$ cat config.mk
export PLATFORM = sky130hd
export DESIGN_NAME = output_writeback_flat
export DESIGN_NICKNAME = d
export VERILOG_FILES = /design/src/rtl/writeback_pkg.sv /design/src/rtl/output_writeback_if.sv /design/src/rtl/sync_fifo.sv /design/src/rtl/output_writeback.sv /design/src/flat_wrapper.sv
export SDC_FILE = /design/constraint.sdc
export NUM_CORES = 1
export LEC_CHECK = 0
export ABC_AREA = 0
export ABC_CLOCK_PERIOD_IN_PS = 13200
export CORE_MARGIN = 4
export CORE_UTILIZATION = 65
export DETAILED_ROUTE_END_ITERATION = 16
export PLACE_DENSITY = 0.83
export SYNTH_ARGS = -nofsm -noshare
export SYNTH_HDL_FRONTEND = slang
export SYNTH_HIERARCHICAL = 1
export SYNTH_SLANG_ARGS = --single-unit
$ cat constraint.sdc
create_clock -name clk -period 13.2 [get_ports clk]
set_clock_uncertainty 0.2 [all_clocks]
set_input_delay 2.64 -clock clk [delete_from_list [all_inputs] [get_ports clk]]
set_output_delay 2.64 -clock clk [all_outputs]
set_load 0.005 [all_outputs]
$ cat src/rtl/writeback_pkg.sv
// Shared types and helpers for the output writeback path.
//   wb_state_t  : collection FSM states
//   wb_entry_t  : one buffered result (memory address + memory-width data)
//   linear_addr : linear memory address of a result from (x, y, ch)
// Entry fields are sized for the widest supported configuration; the top
// level fills only the bits its parameters need and synthesis trims the rest.
package writeback_pkg;

    localparam int WB_MAX_AW = 32;
    localparam int WB_MAX_DW = 64;

    typedef enum logic [1:0] {
        IDLE,
        COLLECT,
        DRAIN,
        DONE
    } wb_state_t;

    typedef struct packed {
        logic [WB_MAX_AW-1:0] addr;
        logic [WB_MAX_DW-1:0] data;
    } wb_entry_t;

    // Full-precision address; the caller truncates to its address width,
    // so wrap-around past the top of memory is intentional.
    function automatic logic [63:0] linear_addr(
        input logic [63:0] x,
        input logic [63:0] y,
        input logic [63:0] ch,
        input logic [63:0] w,
        input logic [63:0] h,
        input logic [63:0] base
    );
        return base + (ch * h + y) * w + x;
    endfunction

endpackage

$ cat src/rtl/output_writeback_if.sv
// Bus bundle between the result producer / memory arbiter and the writeback.
//   out, output_valid, output_x/y/ch : result stream (no back-pressure)
//   mem_grant                        : arbiter permits a write this cycle
//   mem_write_en/addr, mem_din       : external memory write port
// slave modport is the writeback block, master modport is the environment.
interface output_writeback_if #(
    parameter int DATA_W = 16,
    parameter int MEM_W  = 32,
    parameter int AW     = 20,
    parameter int XW     = 10,
    parameter int YW     = 10,
    parameter int CW     = 6
);
    logic signed [DATA_W-1:0] out;
    logic                     output_valid;
    logic [XW-1:0]            output_x;
    logic [YW-1:0]            output_y;
    logic [CW-1:0]            output_ch;
    logic                     mem_grant;
    logic                     mem_write_en;
    logic [AW-1:0]            mem_write_addr;
    logic [MEM_W-1:0]         mem_din;

    modport slave (
        input  out, output_valid, output_x, output_y, output_ch, mem_grant,
        output mem_write_en, mem_write_addr, mem_din
    );

    modport master (
        output out, output_valid, output_x, output_y, output_ch, mem_grant,
        input  mem_write_en, mem_write_addr, mem_din
    );
endinterface

$ cat src/rtl/sync_fifo.sv
// Single-clock FIFO with registered storage.
//   clk, rst     : clock, asynchronous active-high reset
//   clear        : synchronous flush of the pointers
//   push, din    : write side; a push while full is accepted only with a pop
//   pop, dout    : read side; dout shows the head entry combinationally
//   full, empty  : occupancy flags
module sync_fifo #(
    parameter int WIDTH = 8,
    parameter int DEPTH = 4
) (
    input  logic             clk,
    input  logic             rst,
    input  logic             clear,
    input  logic             push,
    input  logic             pop,
    input  logic [WIDTH-1:0] din,
    output logic [WIDTH-1:0] dout,
    output logic             full,
    output logic             empty
);
    localparam int PW = $clog2(DEPTH);

    logic [WIDTH-1:0] mem [DEPTH];
    logic [PW:0]      wr_ptr;
    logic [PW:0]      rd_ptr;
    logic             do_push;
    logic             do_pop;

    // The extra pointer bit separates full from empty when indices match.
    assign empty   = (wr_ptr == rd_ptr);
    assign full    = (wr_ptr[PW] != rd_ptr[PW]) && (wr_ptr[PW-1:0] == rd_ptr[PW-1:0]);
    assign do_pop  = pop && !empty;
    // When full, the slot being written is the one being popped this cycle;
    // the head is read before the edge so the old entry is not lost.
    assign do_push = push && (!full || do_pop);
    assign dout    = mem[rd_ptr[PW-1:0]];

    always_ff @(posedge clk or posedge rst) begin
        if (rst) begin
            wr_ptr <= '0;
            rd_ptr <= '0;
        end else if (clear) begin
            wr_ptr <= '0;
            rd_ptr <= '0;
        end else begin
            if (do_push) wr_ptr <= wr_ptr + 1'b1;
            if (do_pop)  rd_ptr <= rd_ptr + 1'b1;
        end
    end

    always_ff @(posedge clk) begin
        if (do_push) mem[wr_ptr[PW-1:0]] <= din;
    end

endmodule

$ cat src/rtl/output_writeback.sv
// Collects one output feature map from the accelerator result stream and
// writes it to external memory at linear addresses, throttled by mem_grant.
//   clk, arst_in        : clock, asynchronous active-high reset
//   start               : arms a new collection (from IDLE or DONE)
//   bus (slave modport) : result stream in, memory write port out
//   busy                : collection or drain in progress
//   done                : sticky, full map written
//   overflow            : sticky, a result was dropped on a full buffer
module output_writeback
    import writeback_pkg::*;
#(
    parameter int IO_DATA_WIDTH      = 16,
    parameter int EXT_MEM_WIDTH      = 32,
    parameter int EXT_MEM_HEIGHT     = 1 << 20,
    parameter int FEATURE_MAP_WIDTH  = 1024,
    parameter int FEATURE_MAP_HEIGHT = 1024,
    parameter int OUTPUT_NB_CHANNELS = 64,
    parameter int FIFO_DEPTH         = 8,
    parameter int BASE_ADDR          = 0
) (
    input  logic                clk,
    input  logic                arst_in,
    input  logic                start,
    output_writeback_if.slave   bus,
    output logic                busy,
    output logic                done,
    output logic                overflow
);
    localparam int AW = $clog2(EXT_MEM_HEIGHT);
    localparam longint unsigned N =
        longint'(FEATURE_MAP_WIDTH) * FEATURE_MAP_HEIGHT * OUTPUT_NB_CHANNELS;
    localparam int CNT_W = $clog2(N + 1);

    wb_state_t          state, next_state;
    logic [CNT_W-1:0]   in_count, out_count;
    logic               push_req, pop, drop, arm, last_in;
    logic               fifo_full, fifo_empty;
    wb_entry_t          push_entry, head_entry;
    logic [63:0]        addr_full;
    logic [EXT_MEM_WIDTH-1:0] ext_data;
    logic               head_unused;
    logic               write_en_q;
    logic [AW-1:0]      write_addr_q;
    logic [EXT_MEM_WIDTH-1:0] din_q;

    assign push_req = (state == COLLECT) && bus.output_valid;
    assign pop      = !fifo_empty && bus.mem_grant;
    assign drop     = push_req && fifo_full && !pop;
    assign arm      = start && (state == IDLE || state == DONE);
    assign last_in  = push_req && (in_count == CNT_W'(N - 1));

    assign addr_full = linear_addr(64'(bus.output_x), 64'(bus.output_y), 64'(bus.output_ch),
                                   64'(FEATURE_MAP_WIDTH), 64'(FEATURE_MAP_HEIGHT),
                                   64'(BASE_ADDR));
    assign ext_data  = EXT_MEM_WIDTH'(signed'(bus.out));
    assign push_entry.addr = WB_MAX_AW'(addr_full[AW-1:0]);
    assign push_entry.data = WB_MAX_DW'(ext_data);
    assign head_unused     = ^head_entry;

    sync_fifo #(.WIDTH($bits(wb_entry_t)), .DEPTH(FIFO_DEPTH)) u_fifo (
        .clk   (clk),
        .rst   (arst_in),
        .clear (arm),
        .push  (push_req),
        .pop   (pop),
        .din   (push_entry),
        .dout  (head_entry),
        .full  (fifo_full),
        .empty (fifo_empty)
    );

    always_ff @(posedge clk or posedge arst_in) begin
        if (arst_in) state <= IDLE;
        else         state <= next_state;
    end

    // Drain finishes only once every counted result has been retired and
    // the buffer is empty, so the last write has already been issued.
    always_comb begin
        next_state = state;
        case (state)
            IDLE:    if (start) next_state = COLLECT;
            COLLECT: if (last_in) next_state = DRAIN;
            DRAIN:   if (fifo_empty && out_count == CNT_W'(N)) next_state = DONE;
            DONE:    if (start) next_state = COLLECT;
            default: next_state = IDLE;
        endcase
    end

    // A dropped result is retired on the spot so out_count still reaches N
    // and a map with overflow can complete.
    always_ff @(posedge clk or posedge arst_in) begin
        if (arst_in) begin
            in_count  <= '0;
            out_count <= '0;
            done      <= 1'b0;
            overflow  <= 1'b0;
            busy      <= 1'b0;
        end else begin
            busy <= (next_state == COLLECT) || (next_state == DRAIN);
            if (arm) begin
                in_count  <= '0;
                out_count <= '0;
                done      <= 1'b0;
                overflow  <= 1'b0;
            end else begin
                if (push_req)    in_count  <= in_count + 1'b1;
                if (pop || drop) out_count <= out_count + 1'b1;
                if (drop)        overflow  <= 1'b1;
                if (state == DRAIN && next_state == DONE) done <= 1'b1;
            end
        end
    end

    always_ff @(posedge clk or posedge arst_in) begin
        if (arst_in) begin
            write_en_q   <= 1'b0;
            write_addr_q <= '0;
            din_q        <= '0;
        end else begin
            write_en_q <= pop;
            if (pop) begin
                write_addr_q <= head_entry.addr[AW-1:0];
                din_q        <= head_entry.data[EXT_MEM_WIDTH-1:0];
            end
        end
    end

    assign bus.mem_write_en   = write_en_q;
    assign bus.mem_write_addr = write_addr_q;
    assign bus.mem_din        = din_q;

endmodule

$ cat src/flat_wrapper.sv
// flat-port wrapper written by rule: the top's interface ports become plain ports
module output_writeback_flat import writeback_pkg::*;
#(
    parameter int IO_DATA_WIDTH      = 16,
    parameter int EXT_MEM_WIDTH      = 32,
    parameter int EXT_MEM_HEIGHT     = 1 << 20,
    parameter int FEATURE_MAP_WIDTH  = 1024,
    parameter int FEATURE_MAP_HEIGHT = 1024,
    parameter int OUTPUT_NB_CHANNELS = 64,
    parameter int FIFO_DEPTH         = 8,
    parameter int BASE_ADDR          = 0
)
  (clk, arst_in, start, busy, done, overflow, bus_out, bus_output_valid, bus_output_x, bus_output_y, bus_output_ch, bus_mem_grant, bus_mem_write_en, bus_mem_write_addr, bus_mem_din);
  output_writeback_if #(.DATA_W(16), .MEM_W(32), .AW((20)), .XW(2), .YW(1), .CW(1)) bus_i ();
  input  logic clk;
  input  logic arst_in;
  input  logic start;
  output logic busy;
  output logic done;
  output logic overflow;
  input wire logic [$bits(bus_i.out)-1:0] bus_out;
  input wire logic [$bits(bus_i.output_valid)-1:0] bus_output_valid;
  input wire logic [$bits(bus_i.output_x)-1:0] bus_output_x;
  input wire logic [$bits(bus_i.output_y)-1:0] bus_output_y;
  input wire logic [$bits(bus_i.output_ch)-1:0] bus_output_ch;
  input wire logic [$bits(bus_i.mem_grant)-1:0] bus_mem_grant;
  output wire logic [$bits(bus_i.mem_write_en)-1:0] bus_mem_write_en;
  output wire logic [$bits(bus_i.mem_write_addr)-1:0] bus_mem_write_addr;
  output wire logic [$bits(bus_i.mem_din)-1:0] bus_mem_din;
  assign bus_i.out = bus_out;
  assign bus_i.output_valid = bus_output_valid;
  assign bus_i.output_x = bus_output_x;
  assign bus_i.output_y = bus_output_y;
  assign bus_i.output_ch = bus_output_ch;
  assign bus_i.mem_grant = bus_mem_grant;
  assign bus_mem_write_en = bus_i.mem_write_en;
  assign bus_mem_write_addr = bus_i.mem_write_addr;
  assign bus_mem_din = bus_i.mem_din;
  output_writeback #(.IO_DATA_WIDTH(IO_DATA_WIDTH), .EXT_MEM_WIDTH(EXT_MEM_WIDTH), .EXT_MEM_HEIGHT(EXT_MEM_HEIGHT), .FEATURE_MAP_WIDTH(FEATURE_MAP_WIDTH), .FEATURE_MAP_HEIGHT(FEATURE_MAP_HEIGHT), .OUTPUT_NB_CHANNELS(OUTPUT_NB_CHANNELS), .FIFO_DEPTH(FIFO_DEPTH), .BASE_ADDR(BASE_ADDR)) u_core (.clk(clk), .arst_in(arst_in), .start(start), .bus(bus_i), .busy(busy), .done(done), .overflow(overflow));
endmodule
==> flow_metrics.env, run 1 <==
export IMPL_status="finished clean"
export IMPL_postCtsSetupBuffers=0
export IMPL_grt_setup_unrepaired="false"
export IMPL_die_area_um2=35900
export IMPL_holdBufCountCts=0
export IMPL_path_cells="clkdlybuf4s50_1 > nand2b_2 > buf_4 > inv_2 > buf_4 > o21ai_0 > nor3_2 > buf_4"
export IMPL_syn_avg_cell_area_um2=17.2
export IMPL_initialDrtViolationCount=1131
export IMPL_gr_total_overflow=0
export IMPL_drt_vias_per_instance=6.05
export IMPL_yosysWarnings=6
export IMPL_start_util=0.658
export IMPL_vdd_ir_drop_max_uv=154
export IMPL_worstPathRequired_ps=13180
export IMPL_grt_pass1_vias=12400
export IMPL_dpl_hpwl_um=21800
export IMPL_antenna_found_initial=0
export IMPL_crit_path_max_fanout=60
export IMPL_grt_pass1_wl_um=71700
export IMPL_cp_arrival_ps=5960
export IMPL_cts_buffers=52
export IMPL_grt_usage=0.263
export IMPL_setup_viol=0
export IMPL_first_pass_iters=5
export IMPL_worst_slack_ps=7210
export IMPL_final_util=0.763
export IMPL_tritoncts="done"
export IMPL_critPathMaxStageDelay_ps=770
export IMPL_gp_congestion=0.760
export IMPL_cts_buffer_depth=3
export IMPL_grt_max_degree=137
export IMPL_port_buffers=79
export IMPL_die_w_um=189
export IMPL_p_leak_nw=8.92
export IMPL_critPathLaunchType="primary input"
export IMPL_drc=0
export IMPL_syn_inst=1244
export IMPL_ant_nets=0
export IMPL_fin_total_pwr_mw=5.36
export IMPL_finalNetCount=1490
export IMPL_drive_gt1_frac=0.188
export IMPL_hold_path_class="reg -> reg"
export IMPL_wl_per_cell_um=23.6
export IMPL_worstMarginPinSlew_ps=1150
export IMPL_critPathCaptureType="flip-flop"
export IMPL_maxCapViolCount=0
export IMPL_clock_sinks=536
export IMPL_chipHeight_um=189
export IMPL_wirelength_um=45800
export IMPL_worst_setup_path_type="in -> reg"
export IMPL_fin_tns_setup_ps=0
export IMPL_netlist_area_um2=21400
export IMPL_min_period_over_period=0.453
export IMPL_dpl_worst_slack_ps=6710
export IMPL_reg2reg_depth=10
export IMPL_clk_pin_slew_ps=60
export IMPL_io_pins=81
export IMPL_num_rows=66
export IMPL_fmax_mhz=167
export IMPL_coreArea_um2=32500
export IMPL_slew_viol_final=0
export IMPL_maxSlewHeadroom=0.235
export IMPL_cts_root_buf="clkbuf_16"
export IMPL_diodes=0
export IMPL_syn2layout_area_growth_pct=16.0
export IMPL_hold_viol=0
export IMPL_htreeDepth=2
export IMPL_cpMaxStageDelayCell="buf_4"
export IMPL_insertion_delay_ps=570
export IMPL_fin_crit_ps=5990
export IMPL_min_path_cells=2
export IMPL_cts_resized=0
export IMPL_power_per_cell_area_nw_per_um2=216
export IMPL_crit_top_cell="buf_4"
export IMPL_dr_total_vias=11700
[placed cells by master (no fill, tap or decap), types with 16 or more instances in the layout]
cell type        instances
nor2_1                  29
mux4_2                 104
edfxtp_1               416
buf_4                   16
o21ai_0                 22
mux2_2                  54
conb_1                 136
clkbuf_16               52
a21oi_1                 39
clkdlybuf4s50_1         78
nand3_1                 20
nand2_1                183
dfrtp_1                117
inv_1                   18
[routing by layer]
metal,routed length [µm],track usage
met1,17200,0.356
met2,24100,0.454
met3,3170,0.0383
met4,1300,0.0782
met5,0,0
[per-stage QoR]
| stage | std cells | hold WS, ps | area [µm²] |
|---|---|---|---|
| floorplan | 1379 | 270 | 21900 |
| global placement | 1844 | 258 | 23000 |
| detailed placement | 1844 | 262 | 23000 |
| CTS | 1940 | 277 | 24800 |
| global route | 1940 | 298 | 24800 |
| finish | 1940 | 274 | 24800 |
[state kept, by name, indices dropped and copies added, names as in the netlist]
signal / count
u_core/bus.mem_write_en: 1
u_core/out_count: 27
u_core/u_fifo/rd_ptr: 4
u_core/u_fifo/mem: 416
u_core/bus.mem_write_addr: 20
u_core/done: 1
u_core/overflow: 1
u_core/in_count: 27
u_core/busy: 1
u_core/u_fifo/wr_ptr: 4
u_core/state: 2
u_core/bus.mem_din: 32
[power breakdown]
group	total (mW)	switching, mW	internal [mW]
registers	2.38	0.214	2.16
clock network	1.55	0.623	0.926
logic	1.44	0.727	0.711
total	5.36	1.56	3.80
[worst max-delay path, delay by kind of cell]
kind	cells	cell delay, ps
AO/OA/AOI/OAI	1	460
buffers and inverters	5	2490
AND/OR/NAND/NOR	2	330
[final cells by class]
type | count | area [µm²]
Fill cell | 1778 | 7710
Clock buffer | 73 | 1450
Inverter | 21 | 81.3
Tap cell | 442 | 553
Multi-Input combinational cell | 750 | 5980
Sequential cell | 536 | 15500
Timing Repair Buffer | 95 | 906
Clock inverter | 23 | 349
[worst paths after layout]
| check | start | endpoint | slack, ps |
|---|---|---|---|
| min reg2reg | u_core/bus.mem_write_addr[13] | u_core/bus.mem_write_addr[13] | 270 |
| max in group asynchronous | arst_in | u_core/bus.mem_din[6] | 8990 |
| max reg2reg | u_core/u_fifo/rd_ptr[0] | u_core/u_fifo/mem[2][81] | 8290 |
| min in group asynchronous | arst_in | u_core/u_fifo/rd_ptr[1] | 2310 |
| min | u_core/bus.mem_write_addr[13] | u_core/bus.mem_write_addr[13] | 270 |
| max | bus_mem_grant | u_core/u_fifo/mem[2][81] | 7210 |
No activity file was read; power rests on OpenSTA's default activity.
==> run 2, diff against run 1 <==
Settings changed: ABC_CLOCK_PERIOD_IN_PS 13200 to 6000.
Clock period 13.2 ns to 6 ns, I/O delays scaled along.
==> run 2 against run 1 <==
Against the previous run: register-to-register slack worse by 6500 ps; first-iteration DRC count shrank 7.7%; combinational power up 120%; critical path depth did not move; count of clock-buffer cells in the layout is 2 lower; worst hold slack better by 3.5 ps; flip-flop and latch count unchanged; non-clock buffer count up 3; via count grew 0.88%; critical endpoint is now u_core/u_fifo/mem[3][19]; largest cell class unchanged; largest power group unchanged.
==> flow_metrics.env, run 2 (synthesis results as in run 1) <==
export IMPL_first_pass_iters=5
export IMPL_die_w_um=189
export IMPL_design_area_um2=24900
export IMPL_status="finished clean"
export IMPL_fin_crit_ps=4170
export IMPL_final_util=0.764
export IMPL_tritoncts="done"
export IMPL_cts_resized=0
export IMPL_worst_setup_path_type="reg -> reg"
export IMPL_dpl_worst_slack_ps=1640
export IMPL_antenna_found_initial=4
export IMPL_crit_family="buffers and inverters"
export IMPL_wirelength_um=46100
export IMPL_syn2layout_area_growth_pct=16.1
export IMPL_grt_setup_unrepaired="false"
export IMPL_htreeDepth=2
export IMPL_clk_pin_slew_ps=60
export IMPL_hold_viol=0
export IMPL_crit_buf_inv=2
export IMPL_critPathMaxStageDelay_ps=830
export IMPL_min_path_cells=2
export IMPL_mostFrequentLayoutCells="edfxtp_1 (416), nand2_1 (183), conb_1 (136)"
export IMPL_min_from="u_core/bus.mem_write_addr[4]"
export IMPL_cts_root_buf="clkbuf_16"
export IMPL_chipHeight_um=189
export IMPL_worstMarginPinSlew_ps=1070
export IMPL_ant_nets=0
export IMPL_gr_total_overflow=0
export IMPL_p_leak_nw=8.94
export IMPL_worstPathRequired_ps=5990
export IMPL_setup_viol=0
export IMPL_dr_total_vias=11800
export IMPL_wl_per_cell_um=23.7
export IMPL_timing_hold_ws_ps=277
export IMPL_gp_congestion=0.770
export IMPL_maxSlewHeadroom=0.284
export IMPL_min_period_over_period=0.695
export IMPL_port_buffers=79
export IMPL_grt_pass1_vias=12500
export IMPL_grt_pass1_wl_um=72500
export IMPL_initialDrtViolationCount=1044
export IMPL_crit_path_max_fanout=52
export IMPL_final_common_cell="edfxtp_1"
export IMPL_hold_path_class="reg -> reg"
export IMPL_drive_gt1_frac=0.194
export IMPL_slew_viol_final=0
export IMPL_drt_vias_per_instance=6.08
export IMPL_worst_slack_ps=1830
export IMPL_r2r_end="u_core/u_fifo/mem[3][19]"
export IMPL_r2r_slack_ps=1830
export IMPL_holdBufCountCts=0
export IMPL_start_util=0.658
export IMPL_insertion_delay_ps=580
export IMPL_postCtsSetupBuffers=0
export IMPL_dpl_cell_area_um2=23100
export IMPL_die_area_um2=35900
export IMPL_vdd_ir_drop_max_uv=308
export IMPL_finalNetCount=1493
export IMPL_path_cells="xnor2_1 > nand3_1 > nor2_1 > nand2b_2 > inv_2 > o21ai_0 > nor3_2 > buf_4"
export IMPL_io_pins=81
export IMPL_drc=0
export IMPL_dpl_hpwl_um=23300
export IMPL_reg2reg_depth=8
export IMPL_grt_usage=0.267
export IMPL_critPathCaptureType="flip-flop"
export IMPL_fmax_mhz=240
export IMPL_coreArea_um2=32500
export IMPL_power_per_cell_area_nw_per_um2=472
export IMPL_maxCapViolCount=0
export IMPL_r2r_start="u_core/u_fifo/rd_ptr[1]"
export IMPL_cts_buffers=52
export IMPL_largest_reg_flops=416
export IMPL_cpMaxStageDelayCell="dfrtp_4"
export IMPL_cp_arrival_ps=4160
export IMPL_critPathLaunchType="flip-flop"
export IMPL_grt_max_degree=97
export IMPL_num_rows=66
export IMPL_min_to="u_core/bus.mem_write_addr[4]"
export IMPL_clock_sinks=536
export IMPL_cts_buffer_depth=3
==> run 2: how the worst max path moves through the flow <==
stage / from / end / slack (ps) / cells after the start
global route: u_core/u_fifo/rd_ptr[1] / u_core/u_fifo/mem[3][71] / 1670 / 8
finish: u_core/u_fifo/rd_ptr[1] / u_core/u_fifo/mem[3][19] / 1830 / 8
CTS: u_core/u_fifo/rd_ptr[1] / u_core/u_fifo/mem[3][79] / 1860 / 8
floorplan: bus_mem_grant / u_core/u_fifo/mem[2][0] / -630 / 6
global placement: bus_mem_grant / u_core/u_fifo/mem[1][20] / 1700 / 6
detailed placement: bus_mem_grant / u_core/u_fifo/mem[3][69] / 1640 / 6
==> run 2: cell type report <==
cell class / instances / area (µm²)
timing repair buffer: 98 / 953
tap: 442 / 553
fill: 1770 / 7680
antenna: 2 / 5.00
inverter: 21 / 81.3
clock inverter: 27 / 277
multi-input combinational: 750 / 6000
sequential: 536 / 15500
clock buffer: 71 / 1490
==> run 2: metrics by stage <==
| stage | instances | total power, mW | setup TNS, ps |
|---|---|---|---|
| floorplan | 1379 | 7.35 | -98420 |
| global route | 1947 | 12.2 | 0 |
| detailed placement | 1847 | 8.37 | 0 |
| global placement | 1847 | 8.20 | 0 |
| finish | 1947 | 11.7 | 0 |
| CTS | 1945 | 11.8 | 0 |
==> run 2: power breakdown <==
part           internal, mW  switching [mW]  leakage [nW]
clock network          1.95            1.37         0.875
registers              4.75           0.458          5.26
logic                  1.58            1.63          2.81
==> run 2: routing by layer <==
metal,vias to the layer above,wire (µm),global-route usage
met5,-,26,0
li1,5084,-,-
met1,6043,17200,0.352
met4,4,1500,0.107
met2,597,24000,0.456
met3,113,3290,0.0400
==> run 2: worst reg2reg max path, delay by kind of cell (launching register included) <==
family          cells  cell delay [ps]
compound gates      1              500
xor+xnor            1              240
buf+inv             2             1280
flops               1              830
simple gates        4              700
